<file path="config.mk">
export PLATFORM = sky130hd
export DESIGN_NAME = mem_req_arbiter
export DESIGN_NICKNAME = d
export VERILOG_FILES = /design/src/rtl/mem_req_arbiter_pkg.sv /design/src/rtl/mem_req_arbiter_id_fifo.sv /design/src/rtl/mem_req_arbiter.sv
export SDC_FILE = /design/constraint.sdc
export NUM_CORES = 1
export LEC_CHECK = 0
export ABC_AREA = 1
export ABC_CLOCK_PERIOD_IN_PS = 3500
export CAP_MARGIN = 20
export CORE_AREA = 2 2 112 114
export DETAILED_ROUTE_END_ITERATION = 8
export DIE_AREA = 0 0 114 116
export DONT_BUFFER_PORTS = 1
export SYNTH_ARGS = -nofsm -noshare
export SYNTH_HDL_FRONTEND = slang
export SYNTH_SLANG_ARGS = --single-unit
</file>
<file path="constraint.sdc">
create_clock -name clk -period 3.5 [get_ports clk]
set_input_delay 0.7 -clock clk [delete_from_list [all_inputs] [get_ports clk]]
set_output_delay 0.7 -clock clk [all_outputs]
set_load 0.02 [all_outputs]
</file>
<file path="src/rtl/mem_req_arbiter_pkg.sv">
// mem_req_arbiter_pkg
//   Shared definitions for the memory-port arbiter: requester IDs recorded in
//   the response-order FIFO, the fixed inst access size and the arbiter FSM
//   state encoding.
package mem_req_arbiter_pkg;

    // Requester ID stored per accepted transaction
    localparam logic REQ_INST = 1'b0;
    localparam logic REQ_DATA = 1'b1;

    // Instruction fetches are always full-word reads
    localparam logic [1:0] MEM_SIZE_WORD = 2'd2;

    typedef enum logic [1:0] {
        ARB_IDLE   = 2'd0,
        ARB_HOLD_I = 2'd1,
        ARB_HOLD_D = 2'd2
    } arb_state_t;

endpackage

</file>
<file path="src/rtl/mem_req_arbiter_id_fifo.sv">
// id_fifo
//   Synchronous 1-bit-wide FIFO holding the requester ID of every accepted,
//   not yet answered transaction, oldest at the head.
// Ports
//   clk, rst  clock, synchronous active-high reset (empties the FIFO)
//   push      write push_id at the tail (dropped when full unless popping)
//   push_id   requester ID to record
//   pop       remove the head entry (ignored when empty)
//   full      count == DEPTH
//   empty     count == 0
//   head      ID at the head (valid when !empty)
//   count     entries held, 0..DEPTH
module id_fifo #(
    parameter  int DEPTH = 4,
    localparam int AW    = $clog2(DEPTH),
    localparam int CW    = AW + 1
) (
    input  logic          clk,
    input  logic          rst,
    input  logic          push,
    input  logic          push_id,
    input  logic          pop,
    output logic          full,
    output logic          empty,
    output logic          head,
    output logic [CW-1:0] count
);

    logic          ids [DEPTH];
    logic [AW-1:0] wr_ptr;
    logic [AW-1:0] rd_ptr;
    logic          do_push;
    logic          do_pop;

    assign full    = (count == CW'(DEPTH));
    assign empty   = (count == '0);
    assign head    = ids[rd_ptr];
    assign do_pop  = pop && !empty;
    // A push while full is legal only when the head leaves in the same cycle
    assign do_push = push && (!full || do_pop);

    // DEPTH is a power of two, so the pointers wrap naturally
    always_ff @(posedge clk) begin
        if (rst) begin
            wr_ptr <= '0;
            rd_ptr <= '0;
            count  <= '0;
        end else begin
            if (do_push) wr_ptr <= wr_ptr + AW'(1);
            if (do_pop)  rd_ptr <= rd_ptr + AW'(1);
            if (do_push && !do_pop)      count <= count + CW'(1);
            else if (!do_push && do_pop) count <= count - CW'(1);
        end
    end

    // Storage needs no reset; entries are only read once counted
    always_ff @(posedge clk) begin
        if (do_push) ids[wr_ptr] <= push_id;
    end

endmodule

</file>
<file path="src/rtl/mem_req_arbiter.sv">
// mem_req_arbiter
//   Shares one SRAM-like memory port between the fetch requester (inst,
//   read-only) and the MEM-stage requester (data, read/write). One address
//   phase is granted at a time and the grant is held until mem_addr_ok.
//   Each accepted transaction's requester is queued so in-order responses
//   (mem_data_ok/mem_rdata) are routed back to whoever issued them.
//
// Handshake: a requester raises *_req with stable payload and keeps it until
//   it sees *_addr_ok in the same cycle; that cycle is the acceptance. The
//   downstream port follows the same rule on mem_req/mem_addr_ok, and answers
//   with one mem_data_ok per accepted address, strictly in acceptance order.
//
// Ports
//   clk, rst                      clock, synchronous active-high reset
//   inst_req/inst_addr            fetch request (word read)
//   inst_addr_ok/inst_data_ok/inst_rdata   fetch accept / response
//   data_req/wr/size/addr/wstrb/wdata      MEM-stage request
//   data_addr_ok/data_data_ok/data_rdata   MEM-stage accept / response
//   mem_req/wr/size/addr/wstrb/wdata       shared downstream request
//   mem_addr_ok/mem_data_ok/mem_rdata      downstream accept / response
//   outstanding                   accepted-but-unanswered transactions
//   proto_err                     sticky: response arrived with none outstanding
//   arb_state                     current FSM state (debug)
module mem_req_arbiter
    import mem_req_arbiter_pkg::*;
#(
    parameter  int MAX_OUTSTANDING = 4,
    parameter  int STARVE_LIMIT    = 3,
    localparam int OW              = $clog2(MAX_OUTSTANDING) + 1,
    localparam int SW              = $clog2(STARVE_LIMIT + 1)
) (
    input  logic          clk,
    input  logic          rst,

    input  logic          inst_req,
    input  logic [31:0]   inst_addr,
    output logic          inst_addr_ok,
    output logic          inst_data_ok,
    output logic [31:0]   inst_rdata,

    input  logic          data_req,
    input  logic          data_wr,
    input  logic [1:0]    data_size,
    input  logic [31:0]   data_addr,
    input  logic [3:0]    data_wstrb,
    input  logic [31:0]   data_wdata,
    output logic          data_addr_ok,
    output logic          data_data_ok,
    output logic [31:0]   data_rdata,

    output logic          mem_req,
    output logic          mem_wr,
    output logic [1:0]    mem_size,
    output logic [31:0]   mem_addr,
    output logic [3:0]    mem_wstrb,
    output logic [31:0]   mem_wdata,
    input  logic          mem_addr_ok,
    input  logic          mem_data_ok,
    input  logic [31:0]   mem_rdata,

    output logic [OW-1:0] outstanding,
    output logic          proto_err,
    output arb_state_t    arb_state
);

    arb_state_t    state_q;
    arb_state_t    state_d;
    logic          gnt_valid;
    logic          gnt_id;
    logic          accept;
    logic [SW-1:0] starve;
    logic          starve_max;
    logic          fifo_full;
    logic          fifo_empty;
    logic          head_id;
    logic          resp_valid;

    assign arb_state  = state_q;
    assign starve_max = (starve == SW'(STARVE_LIMIT));

    // ---------------- FSM: state register ----------------
    always_ff @(posedge clk) begin
        if (rst) state_q <= ARB_IDLE;
        else     state_q <= state_d;
    end

    // ---------------- FSM: grant selection and next state ----------------
    // Fullness is only consulted in IDLE; a locked grant was admitted while
    // there was room, and responses only ever free entries.
    always_comb begin
        gnt_valid = 1'b0;
        gnt_id    = REQ_INST;
        state_d   = state_q;
        case (state_q)
            ARB_IDLE: begin
                if (!fifo_full) begin
                    if (inst_req && starve_max) begin
                        gnt_valid = 1'b1;
                        gnt_id    = REQ_INST;
                    end else if (data_req) begin
                        gnt_valid = 1'b1;
                        gnt_id    = REQ_DATA;
                    end else if (inst_req) begin
                        gnt_valid = 1'b1;
                        gnt_id    = REQ_INST;
                    end
                end
            end
            ARB_HOLD_I: begin
                gnt_valid = 1'b1;
                gnt_id    = REQ_INST;
            end
            ARB_HOLD_D: begin
                gnt_valid = 1'b1;
                gnt_id    = REQ_DATA;
            end
            default: ;
        endcase

        accept = gnt_valid && mem_addr_ok;

        if (gnt_valid && !mem_addr_ok)
            state_d = (gnt_id == REQ_INST) ? ARB_HOLD_I : ARB_HOLD_D;
        else if (accept)
            state_d = ARB_IDLE;
    end

    // ---------------- Request mux onto the shared port ----------------
    always_comb begin
        mem_req   = 1'b0;
        mem_wr    = 1'b0;
        mem_size  = 2'd0;
        mem_addr  = 32'd0;
        mem_wstrb = 4'd0;
        mem_wdata = 32'd0;
        if (gnt_valid) begin
            mem_req = 1'b1;
            if (gnt_id == REQ_INST) begin
                mem_addr = inst_addr;
                mem_size = MEM_SIZE_WORD;
            end else begin
                mem_wr    = data_wr;
                mem_size  = data_size;
                mem_addr  = data_addr;
                mem_wstrb = data_wstrb;
                mem_wdata = data_wdata;
            end
        end
    end

    assign inst_addr_ok = accept && (gnt_id == REQ_INST);
    assign data_addr_ok = accept && (gnt_id == REQ_DATA);

    // ---------------- Starvation counter ----------------
    // Counts data wins while inst is waiting; once at the limit the next
    // IDLE arbitration goes to inst regardless of data_req.
    always_ff @(posedge clk) begin
        if (rst || !inst_req)
            starve <= '0;
        else if (inst_addr_ok)
            starve <= '0;
        else if (data_addr_ok && !starve_max)
            starve <= starve + SW'(1);
    end

    // ---------------- Response-order FIFO ----------------
    id_fifo #(
        .DEPTH (MAX_OUTSTANDING)
    ) u_id_fifo (
        .clk     (clk),
        .rst     (rst),
        .push    (accept),
        .push_id (gnt_id),
        .pop     (mem_data_ok),
        .full    (fifo_full),
        .empty   (fifo_empty),
        .head    (head_id),
        .count   (outstanding)
    );

    // ---------------- Response demux ----------------
    // A response with nothing outstanding is dropped and flagged.
    assign resp_valid   = mem_data_ok && !fifo_empty;
    assign inst_data_ok = resp_valid && (head_id == REQ_INST);
    assign data_data_ok = resp_valid && (head_id == REQ_DATA);
    assign inst_rdata   = inst_data_ok ? mem_rdata : 32'd0;
    assign data_rdata   = data_data_ok ? mem_rdata : 32'd0;

    always_ff @(posedge clk) begin
        if (rst)
            proto_err <= 1'b0;
        else if (mem_data_ok && fifo_empty)
            proto_err <= 1'b1;
    end

endmodule

</file>
* Yosys cells after proc, flatten, opt, wreduce, memory -nomap -nowiden
Memories as Yosys holds them, arrays and structs flattened. A register that Yosys moved wholly into a read port is not among the register bits.
Cells that the tools add are included.
** Word-level totals
- Input port bits :: 141
- Memories :: 1
- RAM bits :: 4
- Word-level logic and storage cells :: 77
- Flip-flop bits (word level) :: 12
- Output and inout bits :: 146
** Memories
- u_id_fifo.ids :: depth 4, bits a word 1, read ports 1, clocked after memory_dff 1, wr ports 1, line mem_req_arbiter_id_fifo.sv:29 : logic ids [DEPTH];
** Operators by class
- Reductions and logical operators :: 28
- Equal/unequal tests :: 4
- Mux-type cells :: 31
- Bitwise operators :: 2
- Add/subtract/negate cells :: 5
** Operators with widths (count)
- 2-to-1 mux 32 bit :: 6
- 2-to-1 mux 2 bit :: 7
- logical AND 1 bit :: 13
- 2-to-1 mux 1 bit :: 12
- 2-to-1 mux 4 bit :: 2
- logical NOT 1 bit :: 7
- adder 2 x 1 -> 2 bit (second input constant) :: 3
- 2-to-1 mux 3 bit :: 2
- == test 2 bit (second input constant) :: 2
- case mux 1 bit (2 select lines) :: 2
- nonzero test 2 bit :: 2
- OR reduction 2 bit :: 2
- adder 3 x 1 -> 3 bit (second input constant) :: 1
- == test 3 bit (second input constant) :: 1
- logical NOT 3 bit :: 1
- subtractor 3 x 1 -> 3 bit (second input constant) :: 1
- == test 2 x 1 -> 1 bit (second input constant) :: 1
- logical NOT 2 bit :: 1
- logical OR 1 bit :: 2
- NOT 1 bit :: 2

* Depth between registers and ports, before layout
- Word-level depth :: 11
- Depth in mapped cells :: 17
- Depth with buffers taken out :: 17

* By module
A second synthesis with hierarchy kept.
** Second synthesis, totals
- Cells, all modules :: 432
- Area total of the unflattened synthesis :: 2285.9 um^2
** Modules (own cells, without submodules)
- mem_req_arbiter :: area an instance 1606.5 um^2, cells each 350, instances 1, seq. area each 100.1 um^2
- id_fifo :: area an instance 679.4 um^2, cells each 82, instances 1, seq. area each 300.3 um^2

* Worst setup path before layout
OpenSTA, ideal clock, no wires.
- Path kind :: input port to output port
- Start point :: input mem_data_ok
- End point :: output data_rdata[21]
- Arrival :: 1.689 ns
- Buffers on the path :: 1
- Stages on the path :: 7
- Path slack :: 1.111 ns
- Cells stage by stage :: inv_1 -> a31oi_4 -> inv_2 -> nor2_4 -> inv_2 -> buf_6 -> nor2_1
** On the way
- Longest elaborated chain between the ends :: 3
** RTL lines
- start: declaration :: line mem_req_arbiter.sv:58 : input logic mem_data_ok,
- logical AND 1 bit :: line mem_req_arbiter.sv:183 : assign resp_valid = mem_data_ok && !fifo_empty;
- logical AND 1 bit :: line mem_req_arbiter.sv:185 : assign data_data_ok = resp_valid && (head_id == REQ_DATA);
- net data_data_ok :: line mem_req_arbiter.sv:48 : output logic data_data_ok,
- 2-to-1 mux 32 bit :: line mem_req_arbiter.sv:187 : assign data_rdata = data_data_ok ? mem_rdata : 32'd0;
- end: declaration :: line mem_req_arbiter.sv:49 : output logic [31:0] data_rdata,
The timed path passes the listed nets, and every way through them passes these cells.

* Worst setup path after layout
- Start point :: register state_q[0], in the netlist arb_state[0]
- End point :: output mem_addr[6]
** On the way
- Longest elaborated chain between the ends :: 4
- Elaborated cells between the ends (all ways) :: 8
** RTL lines
- start: declaration :: line mem_req_arbiter.sv:66 : arb_state_t state_q;
- start signal: assignment :: line mem_req_arbiter.sv:84 : else state_q <= state_d;
- == test 2 bit (tied with other cells) :: line mem_req_arbiter.sv:94 : case (state_q)
- case mux 1 bit (2 select lines) or OR reduction 2 bit (tied branches)
- 2-to-1 mux 32 bit or case mux 1 bit (2 select lines) (tied branches) :: line mem_req_arbiter.sv:138, mem_req_arbiter.sv:94
- 2-to-1 mux 32 bit * :: line mem_req_arbiter.sv:136 : if (gnt_valid) begin
- end: declaration :: line mem_req_arbiter.sv:54 : output logic [31:0] mem_addr,
Every way passes the cells marked *; elsewhere a longest branch is shown, timed or not.

==> summary by stage <==
Synthesis
The Yosys step of the flow raised 0 warnings. Synthesis produced a netlist with a net count of around 570. After synthesis, the cell types taking the most area are nor2_1 26%, dfxtp_1 12%, inv_1 9.2%. For this run, asynchronously set or reset flops after synthesis account for 0. By count the netlist is led by 160 x nor2_1, 56 x inv_1, 54 x nand2_1, 36 x o21ai_0, 21 x nor2_2. The synthesized netlist cell count is between 400 and 500. The area share of the largest cell type after synthesis is 0.263.

The average instance area after synthesis is 5.45 µm². Summed over all instances, the cell type with the most area after synthesis is nor2_1. The number of different library cells used by synthesis comes to 28.

The flip-flop cell with the highest count after synthesis is dfxtp_1. The number of register bits inferred by synthesis is 18. Yosys mapped a number of flops with a built-in enable equal to 4. The share of the Yosys chip area taken by registers is 0.176. Summing every instance area after synthesis gives between 2000 and 2500 µm². The leading cell type by number of instances after synthesis is nor2_1.

Drt
The first-pass iteration count of the detailed router is 4. The initial detailed-routing violation count is 138. Using the TritonRoute via totals, the vias-per-cell ratio works out to roughly 4.4. The routed design has 7810 µm of wire.

Across all layers, the routed design uses roughly 2600 vias. Once detail routing completed, the nets flagged for antenna violations numbered 0. After detailed routing, the number of remaining DRC violations is 0. Dividing the detail-routed wire length by the instance count gives 13.2 µm.

Power
The leakage power summed over all cells is about 1.4 nW. The net load switching power is ~1.7 mW. The maximum VDD drop is 0.000519 V. The combinational share of power is 0.789. The power density relative to cell area is between 1000 and 1500 nW/µm².

Of the total power, registers draw 0.121. The relative contribution of the clock network to total power is 0.089. The internal cell power is approximately 1.1 mW. The post-route total power is 2.86 mW.

Of the total power, the share spent switching nets is 0.611.

Cells and area
From synthesis to final layout, the design area changed by 20.5%. The number of nets in the layout is 597. The fraction of final layout cells sized beyond drive strength 1 is 0.196.

The repair_antennas step left the layout with diodes totalling 0. For this run, the share of the core covered by cells in the final layout is 0.231. Counting the fill cells in the layout gives about 1300.

Die
The number of placement rows is 40. The vertical die dimension is roughly 120 µm. The placeable core area is ~12000 µm².

For this design the top-level I/O count stands at roughly 290. The die is ~110 µm wide. The area of the die is 13200 µm². The initial utilization of the core area, before any placement, comes to 0.191.

STA
The final count of negative-setup-slack endpoints is 0. The number of endpoints with negative hold slack in the final report came to 0. The final max-slew violation count is 0. The highest achievable clock rate is 323 MHz.

Setup repair after global routing left no endpoint under its margin. In the finished design, the share of the clock period the worst path needs comes to 0.884. The clock skew is approximately 1.5 ps.

The final critical delay including setup and external delays is about 3100 ps. After routing, the total negative slack on setup checks comes to 0 ps. For the pin with the worst max-slew slack, the measured transition is 731 ps.

The final setup slack of the worst path is ~400 ps. Measured against its own limit, the worst slew margin works out to 0.511.

GRT
The number of antenna violations at the first check in global routing is 0. The global-route wire length before repair is 10000 µm. The maximum number of pins on one net before global-route repair is between 70 and 80. The total routing resource utilization after global routing is 0.0975.

The via count of the first global-routing pass is approximately 2000. For this run the aggregate overflow at the end of global routing stands at 0.

Clock tree
The TritonCTS sink count is 18. In this run, CTS created clock tree buffers numbering 3. The number of gates resized after CTS is 0. Post-CTS timing repair inserted 0 buffers for setup. The post-cts hold buffer count is 0. The clock tree from TritonCTS is yes. The tree is rooted in a clkbuf_16. For the worst-skew pair, the clock arrives at the later sink with an insertion delay of roughly 250 ps. The clock transition at the registers of the reported paths is 50 ps. The depth of the CTS H-tree is 1. The clock passes through at most 2 buffers.

Place
At the end of routability-driven placement, the weighted congestion stood at 0.750. The number of buffers inserted by port buffering is 0. Detailed placement ended at an HPWL of ~6500 µm. The setup slack after placement is 711 ps.

Hold path
The startpoint identified for the worst hold timing path is u_id_fifo.rd_ptr[1]. The worst min-delay path category is flip-flop to flip-flop. The worst hold path stage count is 2. For hold timing, the worst endpoint is u_id_fifo.rd_ptr[1].

Worst setup path
Walking the worst path, the cells encountered are inv_1, ha_1, inv_1, a21oi_4, o21ai_1, nor2_1, buf_4. STA classifies the critical path endpoint as an output port. The slowest stage of the critical path belongs to the cell a21oi_4. For flop-to-flop paths, the worst setup slack is ~860 ps. The kind of launch point of the worst setup path is a flip-flop. The endpoint of the lowest-slack register-to-register path is u_id_fifo.count[2]. On the worst path, the slowest cell contributes a delay of 600 ps. STA puts the critical path data required time at ~2800 ps. The arrival time of the worst setup path is 2390 ps. In this run the critical register-to-register path is launched from arb_state[0]. Counting stages on the worst path, the most repeated cell is inv_1. Together, buffers and inverters on the worst path number 3. The logic depth of the worst register-to-register path is 15. The kind of critical path is flip-flop to output port. The largest driver fanout on the critical path is 36. The dominant delay contributor by cell family on the critical path is compound AO/OA/AOI/OAI gates.

Run
Max-cap violations in this run came to 0.

Outcome
The run finished with clean final reports.
kinds of logic (layout without fill, tap and decap cells):
logic type                 after synthesis  in the layout  synth area share
AOI/OAI and AO/OA                       55             55             0.137
DFF                                     18             18             0.176
buffers and inverters                   86            113             0.177
and+or+nand+nor                        248            248             0.448
xor gates and xnor gates                 1              1           0.00384
adders and majority gates               10             10            0.0582
worst max-delay path by stage:
| stage | slack, ps | end | cells past startpoint | startpoint |
|---|---|---|---|---|
| 4_1_cts | 440 | mem_addr[6] | 7 | arb_state[0] |
| 6_report | 410 | mem_addr[6] | 7 | arb_state[0] |
| 3_5_place_dp | 710 | mem_addr[6] | 7 | arb_state[0] |
| 3_3_place_gp | 730 | mem_addr[0] | 7 | arb_state[0] |
| 2_1_floorplan | 1110 | data_rdata[21] | 7 | mem_data_ok |
| 5_1_grt | 200 | mem_addr[25] | 7 | arb_state[0] |
metrics by stage:
step,area [µm²],hold slack (ps),cells
6_report,2750,463,592
3_5_place_dp,2660,460,588
5_1_grt,2750,479,592
4_1_cts,2750,467,592
2_1_floorplan,2280,436,418
3_3_place_gp,2660,457,588
cell type report:
cell class                 count  area, µm²  share of cell area
clock buffer                   4       88.8              0.0323
timing repair buffer          47        365               0.133
tap                          147        184              0.0670
inverter                      62        233              0.0847
sequential                    18        400               0.146
multi-input combinational    314       1480               0.537
worst register-to-register path: cells and delay by family (launching register included):
kind	cells	cell delay [ps]
adders and majority gates	3	800
buffers and inverters	5	450
and+or+nand+nor	2	190
DFF	1	500
AOI/OAI and AO/OA	5	590
power groups by stage:
stage | Combinational [mW] | Sequential, mW | Clock, mW
floorplan | 1.74 | 0.337 | 0
global placement | 2.24 | 0.353 | 0
detailed placement | 2.26 | 0.354 | 0
CTS | 2.26 | 0.349 | 0.261
global route | 2.46 | 0.357 | 0.267
finish | 2.25 | 0.347 | 0.255
layout by cell type, fill, tap and decap left out:
cell,count
fa_1,1
ha_1,9
nand3_2,2
a31oi_4,1
nand4_1,1
o21a_1,1
nor4_1,1
a21oi_4,1
nand3_1,5
nor2_4,1
clkbuf_16,3
o21ai_1,2
o211ai_1,1
clkbuf_8,1
o21ai_0,36
nor2_2,21
nand2_1,54
edfxtp_1,4
nor2_1,160
dfxtp_1,14
a21oi_1,12
xor2_1,1
inv_1,56
buf_4,46
o21ai_2,1
buf_12,1
nand2_2,3
inv_2,6
layer usage:
metal  part of all wire  wire (µm)  track usage
met1               0.39       3020        0.111
met2               0.51       4000        0.176
met3              0.082        639       0.0178
met4              0.020        154       0.0463
met5                  0          0            0
(Power assumes the default switching activity.)
